`config.mk`:
```
export PLATFORM = sky130hd
export DESIGN_NAME = garage_door_ctrl_flat
export DESIGN_NICKNAME = d
export VERILOG_FILES = /design/src/rtl/garage_door_pkg.sv /design/src/rtl/garage_door_ctrl_if.sv /design/src/rtl/garage_door_channel.sv /design/src/rtl/garage_door_ctrl.sv /design/src/flat_wrapper.sv
export SDC_FILE = /design/constraint.sdc
export NUM_CORES = 1
export LEC_CHECK = 0
export ABC_AREA = 1
export ABC_CLOCK_PERIOD_IN_PS = 3000
export CORE_MARGIN = 4
export CORE_UTILIZATION = 32
export CTS_BUF_LIST = sky130_fd_sc_hd__clkbuf_8
export DETAILED_ROUTE_END_ITERATION = 10
export SYNTH_ARGS = -nofsm -noshare
export SYNTH_HDL_FRONTEND = slang
export SYNTH_SLANG_ARGS = --single-unit
```
`constraint.sdc`:
```
create_clock -name clock -period 3 [get_ports clock]
set_clock_uncertainty 0.05 [all_clocks]
set_input_delay 0.75 -clock clock [delete_from_list [all_inputs] [get_ports clock]]
set_output_delay 0.75 -clock clock [all_outputs]
set_load 0.01 [all_outputs]
```
`src/rtl/garage_door_pkg.sv`:
```
// garage_door_pkg: shared state encoding and sizing helpers for the garage door controller
package garage_door_pkg;
  localparam int STATE_W = 3;
`ifdef GDOOR_AUTOCLOSE_EN
  localparam bit AUTOCLOSE = 1'b1;
`else
  localparam bit AUTOCLOSE = 1'b0;
`endif
  typedef enum logic [STATE_W-1:0] {
    S_OPEN    = 3'd0,
    S_CLOSED  = 3'd1,
    S_OPENING = 3'd2,
    S_CLOSING = 3'd3,
    S_FAULT   = 3'd4
  } state_t;
  function automatic int cnt_w(int travel, int autoclose);
    return $clog2((AUTOCLOSE && autoclose > travel ? autoclose : travel) + 1);
  endfunction
endpackage

```
`src/rtl/garage_door_ctrl_if.sv`:
```
// garage_door_ctrl_if: per-door command, sensor and drive vectors between user logic and the controller
interface garage_door_ctrl_if
  import garage_door_pkg::*;
#(
  parameter int NUM_DOORS = 4
);
  logic [NUM_DOORS-1:0]         open;
  logic [NUM_DOORS-1:0]         close;
  logic [NUM_DOORS-1:0]         door_up;
  logic [NUM_DOORS-1:0]         door_down;
  logic [NUM_DOORS-1:0]         obstacle;
  logic [NUM_DOORS-1:0]         fault_clr;
  logic [NUM_DOORS-1:0]         power_up;
  logic [NUM_DOORS-1:0]         power_down;
  logic [NUM_DOORS-1:0]         fault;
  logic [STATE_W*NUM_DOORS-1:0] state_o;
  modport master (
    output open, close, door_up, door_down, obstacle, fault_clr,
    input  power_up, power_down, fault, state_o
  );
  modport slave (
    input  open, close, door_up, door_down, obstacle, fault_clr,
    output power_up, power_down, fault, state_o
  );
endinterface

```
`src/rtl/garage_door_channel.sv`:
```
// garage_door_channel: one door's FSM, travel/auto-close counter and motor decode (auto-close under GDOOR_AUTOCLOSE_EN)
module garage_door_channel
  import garage_door_pkg::*;
#(
  parameter int TRAVEL_CYCLES    = 200,
  parameter int AUTOCLOSE_CYCLES = 1000
) (
  input  logic               clock,
  input  logic               reset,
  input  logic               open,
  input  logic               close,
  input  logic               door_up,
  input  logic               door_down,
  input  logic               obstacle,
  input  logic               fault_clr,
  output logic               power_up,
  output logic               power_down,
  output logic               fault,
  output logic [STATE_W-1:0] state_o
);
  localparam int CW = cnt_w(TRAVEL_CYCLES, AUTOCLOSE_CYCLES);
  state_t        st, nxt;
  logic [CW-1:0] cnt, cnt_nxt, open_cnt;
  logic          t_last, ac_fire, conflict;
  assign conflict = door_up && door_down;
  assign t_last   = cnt == CW'(TRAVEL_CYCLES - 1);
`ifdef GDOOR_AUTOCLOSE_EN
  assign ac_fire  = cnt == CW'(AUTOCLOSE_CYCLES - 1) && !open && !close && !obstacle;
  assign open_cnt = (open || obstacle) ? '0 : cnt + 1'b1;
`else
  assign ac_fire  = 1'b0;
  assign open_cnt = '0;
`endif
  assign state_o = st;
  // next-state selection; a limit-sensor conflict overrides everything outside S_FAULT
  always_comb begin
    nxt = st;
    case (st)
      S_OPEN:    nxt = ((close && !obstacle) || ac_fire) ? S_CLOSING : S_OPEN;
      S_CLOSED:  nxt = open ? S_OPENING : S_CLOSED;
      S_OPENING: nxt = door_up ? S_OPEN : (close && !obstacle) ? S_CLOSING : t_last ? S_FAULT : S_OPENING;
      S_CLOSING: nxt = obstacle ? S_OPENING : door_down ? S_CLOSED : open ? S_OPENING : t_last ? S_FAULT : S_CLOSING;
      S_FAULT:   nxt = (fault_clr && !conflict) ? (door_down ? S_CLOSED : door_up ? S_OPEN : S_OPENING) : S_FAULT;
      default:   nxt = S_FAULT;
    endcase
    if (conflict && st != S_FAULT) nxt = S_FAULT;
  end
  // counter restarts on every state change so a reversal gets a fresh travel budget
  always_comb begin
    cnt_nxt = (nxt != st) ? '0 :
              (st == S_OPENING || st == S_CLOSING) ? cnt + 1'b1 :
              (st == S_OPEN) ? open_cnt : cnt;
  end
  // state, counter and outputs registered together so outputs track the new state with no extra stage
  always_ff @(posedge clock) begin
    if (reset) begin
      st         <= S_OPEN;
      cnt        <= '0;
      power_up   <= 1'b0;
      power_down <= 1'b0;
      fault      <= 1'b0;
    end else begin
      st         <= nxt;
      cnt        <= cnt_nxt;
      power_up   <= nxt == S_OPENING;
      power_down <= nxt == S_CLOSING;
      fault      <= nxt == S_FAULT;
    end
  end
endmodule

```
`src/rtl/garage_door_ctrl.sv`:
```
// garage_door_ctrl: NUM_DOORS independent door channels sliced from a shared interface (auto-close under GDOOR_AUTOCLOSE_EN)
module garage_door_ctrl
  import garage_door_pkg::*;
#(
  parameter int NUM_DOORS        = 4,
  parameter int TRAVEL_CYCLES    = 200,
  parameter int AUTOCLOSE_CYCLES = 1000
) (
  input logic               clock,
  input logic               reset,
  garage_door_ctrl_if.slave bus
);
  for (genvar i = 0; i < NUM_DOORS; i++) begin : g_door
    garage_door_channel #(
      .TRAVEL_CYCLES   (TRAVEL_CYCLES),
      .AUTOCLOSE_CYCLES(AUTOCLOSE_CYCLES)
    ) u_ch (
      .clock     (clock),
      .reset     (reset),
      .open      (bus.open[i]),
      .close     (bus.close[i]),
      .door_up   (bus.door_up[i]),
      .door_down (bus.door_down[i]),
      .obstacle  (bus.obstacle[i]),
      .fault_clr (bus.fault_clr[i]),
      .power_up  (bus.power_up[i]),
      .power_down(bus.power_down[i]),
      .fault     (bus.fault[i]),
      .state_o   (bus.state_o[STATE_W*i +: STATE_W])
    );
  end
endmodule

```
`src/flat_wrapper.sv`:
```
// flat-port wrapper written by rule: the top's interface ports become plain ports
module garage_door_ctrl_flat import garage_door_pkg::*;
#(
  parameter int NUM_DOORS        = 4,
  parameter int TRAVEL_CYCLES    = 200,
  parameter int AUTOCLOSE_CYCLES = 1000
)
  (clock, reset, bus_open, bus_close, bus_door_up, bus_door_down, bus_obstacle, bus_fault_clr, bus_power_up, bus_power_down, bus_fault, bus_state_o);
  garage_door_ctrl_if #(.NUM_DOORS(NUM_DOORS)) bus_i ();
  input logic clock;
  input logic reset;
  input wire logic [$bits(bus_i.open)-1:0] bus_open;
  input wire logic [$bits(bus_i.close)-1:0] bus_close;
  input wire logic [$bits(bus_i.door_up)-1:0] bus_door_up;
  input wire logic [$bits(bus_i.door_down)-1:0] bus_door_down;
  input wire logic [$bits(bus_i.obstacle)-1:0] bus_obstacle;
  input wire logic [$bits(bus_i.fault_clr)-1:0] bus_fault_clr;
  output wire logic [$bits(bus_i.power_up)-1:0] bus_power_up;
  output wire logic [$bits(bus_i.power_down)-1:0] bus_power_down;
  output wire logic [$bits(bus_i.fault)-1:0] bus_fault;
  output wire logic [$bits(bus_i.state_o)-1:0] bus_state_o;
  assign bus_i.open = bus_open;
  assign bus_i.close = bus_close;
  assign bus_i.door_up = bus_door_up;
  assign bus_i.door_down = bus_door_down;
  assign bus_i.obstacle = bus_obstacle;
  assign bus_i.fault_clr = bus_fault_clr;
  assign bus_power_up = bus_i.power_up;
  assign bus_power_down = bus_i.power_down;
  assign bus_fault = bus_i.fault;
  assign bus_state_o = bus_i.state_o;
  garage_door_ctrl #(.NUM_DOORS(NUM_DOORS), .TRAVEL_CYCLES(TRAVEL_CYCLES), .AUTOCLOSE_CYCLES(AUTOCLOSE_CYCLES)) u_core (.clock(clock), .reset(reset), .bus(bus_i));
endmodule
```
# Yosys cells after proc, flatten, opt, wreduce, memory -nomap -nowiden
# Cells that the tools add are included.
classes:
  reduce_logical: 40
  n_eq_ne: 40
  n_mux: 64
  n_addsub: 4
op_table:
  columns: ["cell", "n"]
  rows:
  - ["2-to-1 mux 3 bit", 36]
  - ["2-to-1 mux 8 bit", 8]
  - ["one-hot mux 3 bit (5 select lines)", 4]
  - ["== test 3 x 2 -> 1 bit (second input constant)", 16]
  - ["adder 8 x 1 -> 8 bit (second input constant)", 4]
  - ["== test 8 bit (second input constant)", 4]
  - ["2-to-1 mux 2 bit", 16]
  - ["== test 3 bit (second input constant)", 8]
  - ["logical AND 1 bit", 16]
  - ["== test 3 x 1 -> 1 bit (second input constant)", 4]
  - ["zero test 3 bit", 4]
  - ["!= test 3 bit", 4]
  - ["!= test 3 bit (second input constant)", 4]
  - ["zero test 1 bit", 8]
  - ["nonzero test 2 bit", 4]
  - ["OR reduction 2 bit", 4]
  - ["logical OR 1 bit", 4]
totals:
  out_inout_bits: 24
  inputBits: 26
  register_bits: 56

# Logic depth before layout (Yosys ltp)
depth:
  ltp_word: 9
  depth_mapped: 13

# By module
# From an unflattened synthesis, not the netlist that was laid out.
unflattened:
  cells_unflattened: 572
  hier_area_um2: 3818.7
by_module_without_submodules:
  columns: ["module", "n_inst", "seq_area_each_um2", "cells_each", "area_per_inst_um2"]
  rows:
  - ["garage_door_channel (u_core.g_door[0].u_ch ...)", 2, 280.3, 142, 989.7]
  - ["garage_door_channel (u_core.g_door[1].u_ch ...)", 2, 280.3, 144, 919.6]

# Worst setup path before layout
# OpenSTA, ideal clock, no wires.
synth_timing:
  path_kind: "input to register"
  startpoint: "in bus_obstacle[3]"
  endpoint: "reg u_core.g_door[3].u_ch.cnt[0]"
  arrival_ns: 1.634
  path_slack_ns: 1.250
  stages: 12
  n_path_buf: 0
  required_time_ns: 2.884
  cell_sequence: "inv_1 nand2_1 inv_1 nand3_1 nand3_1 nor2_1 nand2_2 nand2_1 nand2_1 nand2_1 nand3_2 nor2_1"
synth_via:
  elab_chain_len: 8
  elab_cells_between_ends: 10
  classes_between: "1 x eq/ne; 6 x mux; 3 x reduce/logical"
synth_lines:
  columns: ["item", "line", "text"]
  rows:
  - ["start: declaration", "flat_wrapper.sv:16", "input wire logic [$bits(bus_i.obstacle)-1:0] bus_obstacle;"]
  - ["zero test 1 bit", "garage_door_channel.sv:39, garage_door_channel.sv:41", null]
  - ["logical AND 1 bit", "garage_door_channel.sv:39, garage_door_channel.sv:41", null]
  - ["2-to-1 mux 3 bit (2 in series)", "garage_door_channel.sv:41", "S_OPENING: nxt = door_up ? S_OPEN : (close && !obstacle) ? S_CLOSING : t_last ? S_FAULT : S_OPENING;"]
  - ["one-hot mux 3 bit (5 select lines) *", "garage_door_channel.sv:38", "case (st)"]
  - ["2-to-1 mux 3 bit *", "garage_door_channel.sv:46", "if (conflict && st != S_FAULT) nxt = S_FAULT;"]
  - ["!= test 3 bit *", "garage_door_channel.sv:50", "cnt_nxt = (nxt != st) ? '0 :"]
  - ["OR reduction 2 bit (no line) *", null, null]
  - ["end signal: assignment", "garage_door_channel.sv:64", "cnt <= cnt_nxt;"]
  - ["end: declaration", "garage_door_channel.sv:23", "logic [CW-1:0] cnt, cnt_nxt, open_cnt;"]
# Mark *: on every way between the ends. The rest lies on a longest branch, timed or not.
# A chain may end at the register's enable or synchronous reset.

# Worst setup path in the final report
layout_timing:
  startpoint: "reg u_core.g_door[3].u_ch.st[0]"
  endpoint: "out bus_state_o[9]"
layout_lines:
  columns: ["item", "line", "text"]
  rows:
  - ["start: declaration", "garage_door_channel.sv:22", "state_t st, nxt;"]
  - ["start signal: assignment", "garage_door_channel.sv:63", "st <= nxt;"]
  - ["end: declaration", "flat_wrapper.sv:21", "output wire logic [$bits(bus_i.state_o)-1:0] bus_state_o;"]
# No word-level cell between the ends.

==> impl_metrics.py <==
metrics = {
    "cts": {
        "insertion_delay_ns": 0.31,
        "post_cts_resized": 0,
        "cts_hold_buf": 0,
        "root_buffer": "clkbuf_8",
        "postCtsSetupBuffers": 0,
        "clk_pin_slew_ns": 0.10,
        "cts.path.max_buffers": 2,
        "h-tree-depth": 2,
        "cts.sinks": 56,
        "cts_tree": "built",
        "cts_made_buffers": 5,
    },
    "hold_path": {
        "hold_class": "reg -> reg",
        "min_path_cells": 2,
    },
    "detailed_routing": {
        "vias": 3526,
        "drt_first_iter_violations": 173,
        "via_per_inst": 4.82,
        "drc": 0,
        "wire_per_inst_um": 11.1,
        "firstDrtPassIters": 5,
        "wl_um": 8080,
        "drtAntennaViolNets": 0,
    },
    "placed_design": {
        "placed_cell_area_um2": 4010,
        "hpwlAfterDp_um": 6460,
        "gp_congestion": 0.898,
        "port_buffers": 49,
    },
    "finish": {
        "final_area_um2": 4120,
        "seqCellArea_um2": 1120,
        "fillers": 1120,
        "area_growth_pct": 19.0,
        "multi_input_area_um2": 1890,
        "nets": 624,
        "layout_common_cells": "119 x nand2_1, 83 x nor2_1, 81 x inv_1",
        "antennaDiodeCount": 0,
        "final_common_cell": "nand2_1",
        "drive_gt1_share_pct": 6.05,
    },
    "power_and_ir_drop": {
        "p_leak_nw": 1.72,
        "power.density_nw_per_um2": 392,
        "ir_drop_mv": 0.212,
    },
    "synth": {
        "synth_top_area_share_pct": 32.4,
        "syn_inst": 553,
        "synth_edf_count": 0,
        "synth_fp_nets": 583,
        "async_flop_share_pct": 0,
        "synth_seq_area_share_pct": 32.4,
        "synth.area.top_cells": "dfxtp_1 32%, nand2_1 13%, nor2_1 9.0%",
        "synth_ff_type": "dfxtp_1",
        "synth_cell_types": 33,
        "ys_ff_latch": 56,
        "ys_warn_count": 0,
        "syn_area_um2": 3460,
        "yosysTopAreaCell": "dfxtp_1",
        "syn_avg_cell_area_um2": 6.25,
    },
    "global_routing": {
        "grt_pass1_wl_um": 14100,
        "grt_overflow": 0,
        "grt_pass1_vias": 3273,
        "grt_usage_pct": 13.0,
        "antenna_found_initial": 0,
        "grt_max_degree": 18,
    },
    "timing": {
        "rsz0062_at_grt": "no",
        "relSlewSlack_pct": 67.6,
        "finalHoldViolCount": 0,
        "period_needed_ns": 2.30,
        "fin_crit_sh_pct": 76.7,
        "setup-violations-final": 0,
        "tns_ns": 0,
        "tightest_slew_ns": 0.485,
        "slew_violations": 0,
        "fmax_ghz": 0.434,
    },
    "floorplanning": {
        "die_w_um": 112,
        "initial_core_util_pct": 33.2,
        "design.core.area_um2": 10400,
        "rows": 37,
        "dieArea_um2": 12500,
        "die_y_um": 112,
        "ios": 50,
    },
    "worst_setup_path": {
        "crit_family": "buffers and inverters",
        "crit_fanout": 9,
        "path_cells": "clkdlybuf4s50_1",
        "worst_setup_path_start_kind": "flop",
        "arrival_ns": 1.50,
        "critPathRequiredTime_ns": 2.20,
        "reg2regPathDepth": 13,
        "cp-end-kind": "primary output",
        "path_class": "reg -> out",
        "slowest_delay_ns": 0.62,
        "path_buf_inv": 1,
        "cp_num_cells": 1,
        "crit_slowest_cell": "clkdlybuf4s50_1",
    },
    "run": {
        "maxCapViolCount": 0,
    },
    "status": {
        "status": "complete, no violations",
    },
}
-- metrics by stage --
stage / std cells / hold WS, ns / utilization [%] / power [mW] / worst slack [ns]
3_5_place_dp: 723 / 0.478 / 38.5 / 1.14 / 0.509
4_1_cts: 731 / 0.491 / 39.5 / 1.64 / 0.683
2_1_floorplan: 553 / 0.443 / - / 1.02 / 1.25
3_3_place_gp: 723 / 0.466 / 38.5 / 1.14 / 0.580
5_1_grt: 731 / 0.541 / 39.5 / 1.71 / 0.576
6_report: 731 / 0.485 / 39.5 / 1.61 / 0.698
-- cell families after synthesis --
kind of cell,share of synthesized area [%]
AOI/OAI and AO/OA,10.7
xor gates and xnor gates,1.01
adders and majority gates,1.45
buffers and inverters,13.0
DFF,32.4
and+or+nand+nor,41.4
-- final timing paths --
kind	from	endpoint	slack, ns
setup / recovery	u_core.g_door[3].u_ch.state_o[0]	bus_state_o[9]	0.70
hold / removal	u_core.g_door[0].u_ch.cnt[6]	u_core.g_door[0].u_ch.cnt[6]	0.48
setup reg to reg	u_core.g_door[1].u_ch.cnt[0]	u_core.g_door[1].u_ch.cnt[6]	1.08
hold reg to reg	u_core.g_door[0].u_ch.cnt[6]	u_core.g_door[0].u_ch.cnt[6]	0.48
-- cells in the mapped netlist, types with 3 or more instances --
library cell  count
nand3_2           3
o21ai_0          22
nor2_2            3
nand4_1          10
buf_4            12
nor2_4            3
nand3_1          57
nand2_2           8
a22oi_1           5
a21oi_1          25
xor2_1            3
a31oi_1           8
nand2_1         119
nor2_1           83
ha_1              4
dfxtp_1          56
nor3_1           25
inv_1            81
inv_2             6
-- state kept, by name (all words and copies together) (netlist names) --
register / count
u_core.g_door.u_ch.fault: 4
u_core.g_door.u_ch.state_o: 12
u_core.g_door.u_ch.power_up: 4
u_core.g_door.u_ch.cnt: 32
u_core.g_door.u_ch.power_down: 4
-- area by class of cell --
cell class,count,share of cell area (%)
multi-input cells,394,45.9
flip-flops and latches,56,27.2
inverters,87,7.93
clock inverters,3,1.03
repair buffers,50,12.1
clock buffers,5,1.67
well taps,136,4.13
-- metal layers --
metal / track usage (%) / vias to the layer above / share of wire (%)
met5: 0 / - / 0
met4: 3.93 / 0 / 1.3
met3: 2.61 / 8 / 6.1
met2: 22.4 / 75 / 46
met1: 16.3 / 1586 / 47
li1: - / 1857 / -
-- power breakdown --
group | switching (mW) | leakage [nW] | internal [mW]
registers | 0.0288 | 0.454 | 0.766
logic | 0.201 | 1.21 | 0.131
clock network | 0.240 | 0.0541 | 0.247
total | 0.470 | 1.72 | 1.14
Power figures use the tool's default switching activity.
==> RTL change 1 (same settings) <==
Add a define of `GDOOR_AUTOCLOSE_EN`.
--- a/src/rtl/garage_door_pkg.sv
+++ b/src/rtl/garage_door_pkg.sv
@@ -1,3 +1,5 @@
 // garage_door_pkg: shared state encoding and sizing helpers for the garage door controller
+`define GDOOR_AUTOCLOSE_EN
+
 package garage_door_pkg;
   localparam int STATE_W = 3;
Formal check against the unedited RTL: same outputs for any inputs over 10 cycles, from zero or initial values and one cycle with reset high; that may be too few to reach the edited logic, so the function may still have changed.
==> RTL change 1 against the original RTL <==
  * Critical path depth increased by 11
  * Setup slack improved by 0.0044 ns
  * Sequential power increased by 13%
  * Count of clock-buffer cells in the layout increased by 4
  * Total power increased by 24%
  * Sequential cell count increased by 8
  * Area after synthesis increased by 17%
  * Final area increased by 18%
  * Final cell count increased by 21%
  * Wire length increased by 23%
==> RTL change 1: results (changes against the original RTL) <==
crit path capture type register; vias 4222 (+20%); largest net degree at the start of global routing 11 (-7); top cells by count, synth nand2_1 (166), nor2_1 (102), inv_1 (97); non-filler cells, final 886 (+21%); nets@finish 743 (+19%); synth top area cells dfxtp_1 (32%), nand2_1 (15%), nor2_1 (9.5%); CP max-delay cell clkdlybuf4s50_1; GR Util met3 0.0318 (+0.00572); maximum vdd drop 279 uV (+32%); Critical path origin bus_open[0]; CP Max Fanout 10 (+1); Synth Instances 663 (+20%); HP Start u_core.g_door[1].u_ch.cnt[1]; worst reg2reg endpoint u_core.g_door[1].u_ch.cnt[2]; Synthesized Nets 693 (+19%); dpl ws 0.376 ns (-0.133 ns); WP data arrival 2.51 ns (+1.01 ns); post-synth cell types 34 (+3.0%); placed instance area 0.00467 mm2 (+16%); WL met1 4590 um (+22%); adder-cell area share of the yosys netlist 0.0124 (-0.00207); routability cong. 0.901 (+0.31%); Fin Hold WS 0.512 ns (+0.0268 ns); fillers 1277 (+14%); max reg flops 40 (+25%); Detailed Place HPWL 7840 um (+21%); critical path endpoint u_core.g_door[0].u_ch.cnt[8]; Worst Hold Path EP u_core.g_door[1].u_ch.cnt[1]; met2 WL 4810 um (+29%); first-pass GRT wire length 17300 um (+23%); initial DRC count 261 (+51%); delay-heaviest family, CP simple AND/OR/NAND/NOR gates; routing usage on met2 0.244 (+0.0199); crit-path max cell delay 0.44 ns (-0.18 ns); Global Route Usage Sum 0.141 (+0.0118); post-synthesis async set-or-reset flop share 0 (unchanged); worst-margin pin slew 0.422 ns (-0.0634 ns); R2R Setup Slk 1.00 ns (-0.08 ns); Routed WL per cell 11.3 um (+1.9%); post-synthesis sequential area ratio 0.317 (-0.00675); clock buffer count from CTS 9 (+4); H-Tree Depth 3 (+1); LEAKAGE 2.19 nW (+27%); met3 wire len 424 um (-14%); outcome finished, final reports clean; GRT met1 Usage 0.173 (+0.0103); Tcrit/Tclk final 0.766 (-0.00148); Worst-Skew Late Latency 0.34 ns (+0.03 ns); Synth Area in XOR/XNOR 0.00868 (-0.00145); initial antenna violation count 0 (unchanged); share of cells above drive strength 1 0.0682 (+0.00774); R2R depth 12 (-1); compound-gate portion of the synthesized area 0.0967 (-0.0107); CTS clock-pin slew for the worst setup and hold paths 0.07 ns (-0.03 ns); drt pass-1 iters 4 (-1)
## RTL change 1: cell count changes after synthesis, sizes merged, moves of 8 or more
cell	unedited run	this run
nand3	60	72
a31oi	8	0
dfxtp	56	64
inv	87	101
nand2	129	172
nor2	89	111
## RTL change 1: cell type report
cell class	count	area, um2	area share
multi-input cells	485	2280	0.471
well taps	168	210	0.0434
clock inverters	7	56.3	0.0116
inverters	101	379	0.0782
repair buffers	52	513	0.106
flip-flops and latches	64	1280	0.264
clock buffers	9	124	0.0256
## RTL change 1: power by group
part           total (mW)  internal (mW)  switching (mW)  leakage (nW)
Combinational       0.411          0.148           0.263          1.56
Sequential          0.899          0.874          0.0255         0.519
Clock               0.691          0.370           0.320         0.107
Total                2.00           1.39           0.608          2.19
## RTL change 1: worst min-delay path: cells and delay by family, from the launching register on
family          cells  cell delay [ns]
flops               1             0.35
compound gates      1             0.09
simple gates        1             0.09
==> RTL change 2 (same flow settings) <==
Made on the original files. Make the reset (`reset`) asynchronous in one clocked block.
--- a/src/rtl/garage_door_channel.sv
+++ b/src/rtl/garage_door_channel.sv
@@ -53,5 +53,5 @@
   end
   // state, counter and outputs registered together so outputs track the new state with no extra stage
-  always_ff @(posedge clock) begin
+  always_ff @(posedge clock or posedge reset) begin
     if (reset) begin
       st         <= S_OPEN;
Formal check against the unedited RTL: differs if reset is asserted again (counterexample within 4 cycles, from zero or initial values and one cycle with reset high); with reset held inactive, the same outputs for 10 cycles.
==> RTL change 2 against the original RTL <==
  * Setup slack worse by 0.20 ns
  * Area after synthesis up 10%
  * Register-to-register slack worse by 0.40 ns
  * Die area up 9.6%
  * Wire length up 7.2%
  * Critical path depth up 10
  * Non-clock buffer count up 1
  * Final area up 7.7%
  * Hold slack worse by 0.0044 ns
  * Sequential cell count unchanged
  * Largest cell class unchanged
Power is not compared: it rests on default switching activity, and its combinational part moved more than twofold at a synthesized area within 25%.
==> RTL change 2: results (changes against the original RTL) <==
outcome finished, final reports clean; DR vias/cell 4.89 (+1.3%); Max clock buf depth 2 (unchanged); crit-path max cell delay 0.53 ns (-0.09 ns); initial antenna violation count 0 (unchanged); Detailed Place HPWL 6570 um (+1.8%); Synth Instances 556 (+0.54%); largest net degree at the start of global routing 26 (+8); Routed WL per cell 11.7 um (+6.0%); drt pass-1 iters 4 (-1); synth top area cells dfrtp_1 (37%), nand2_1 (14%), nand3_1 (8.0%); Top reg by flops u_core.g_door.u_ch.cnt; placed insts 731 (+1.1%); Worst-Skew Late Latency 0.31 ns (about the same); Global Route Usage Sum 0.132 (+0.00261); Tcrit/Tclk final 0.833 (+0.0654); post-synth cell types 30 (-9.1%); fillers 1202 (+7.3%); Critical path origin bus_obstacle[1]; share of cells above drive strength 1 0.0671 (+0.00661); CP max-delay cell clkdlybuf4s50_1; worst reg2reg endpoint u_core.g_door[1].u_ch.cnt[7]; CP Class input port to register; non-filler cells, final 739 (+1.1%); CP Max Fanout 13 (+4); initial DRC count 275 (+59%); Switching Power between 1 and 1.5 mW; placed instance area 0.00434 mm2 (+8.3%); Max-slew headroom 0.578 (-0.0984); dpl ws 0.202 ns (-0.307 ns); nets@finish 625 (+0.16%); Synthesized Nets 586 (+0.51%); R2R Setup Slk 0.68 ns (-0.40 ns); post-synthesis sequential area ratio 0.367 (+0.0432); first-pass GRT wire length 15100 um (+7.3%); vias in the first global route 3445 (+5.3%); reg2reg start u_core.g_door[1].u_ch.cnt[0]; WP data arrival 2.68 ns (+1.18 ns); Post-synth top flop dfrtp_1; maximum vdd drop ~350 uV; multi-input logic area 0.00197 mm2 (+4.3%); top cells by count, synth nand2_1 (143), nor2_1 (80), inv_1 (69); post-synthesis async set-or-reset flop share 1.00 (+1.00); routability cong. 0.880 (-2.0%); Comb group 1.52 mW
==> RTL change 2: cell type report <==
class,instances,share of cell area
clock buffers,5,0.0155
clock inverters,3,0.00621
inverters,75,0.0635
multi-input cells,406,0.444
flip-flops and latches,56,0.316
well taps,143,0.0404
repair buffers,51,0.114
==> RTL change 2: cells by family after synthesis <==
kind of cell,share of synthesized area
buffers and inverters,0.116
adders and majority gates,0.0131
xor gates and xnor gates,0.0184
and+or+nand+nor,0.436
DFF,0.367
AOI/OAI and AO/OA,0.0489
==> RTL change 2: worst min path at each step <==
stage / from / to / slack, ns / cells past startpoint
global route: u_core.g_door[0].u_ch.cnt[3] / u_core.g_door[0].u_ch.cnt[3] / 0.51 / 2
global placement: u_core.g_door[0].u_ch.cnt[3] / u_core.g_door[0].u_ch.cnt[3] / 0.44 / 2
finish: u_core.g_door[0].u_ch.cnt[3] / u_core.g_door[0].u_ch.cnt[3] / 0.48 / 2
detailed placement: u_core.g_door[0].u_ch.cnt[3] / u_core.g_door[0].u_ch.cnt[3] / 0.46 / 2
CTS: u_core.g_door[0].u_ch.cnt[3] / u_core.g_door[0].u_ch.cnt[3] / 0.49 / 2
floorplan: u_core.g_door[0].u_ch.cnt[3] / u_core.g_door[0].u_ch.cnt[3] / 0.42 / 2
==> RTL change 2: worst max-delay path, delay by kind of cell <==
kind | cells | cell delay, ns
buffers and inverters | 1 | 0.53
AO/OA/AOI/OAI | 2 | 0.62
AND/OR/NAND/NOR | 8 | 0.78
==> RTL change 2: metal layers <==
layer / global-route usage / wire length (um) / vias to the layer above
li1: - / - / 1861
met1: 0.177 / 4200 / 1667
met2: 0.216 / 3980 / 79
met3: 0.0272 / 407 / 4
met4: 0.0390 / 77 / 0
met5: 0 / 0 / -
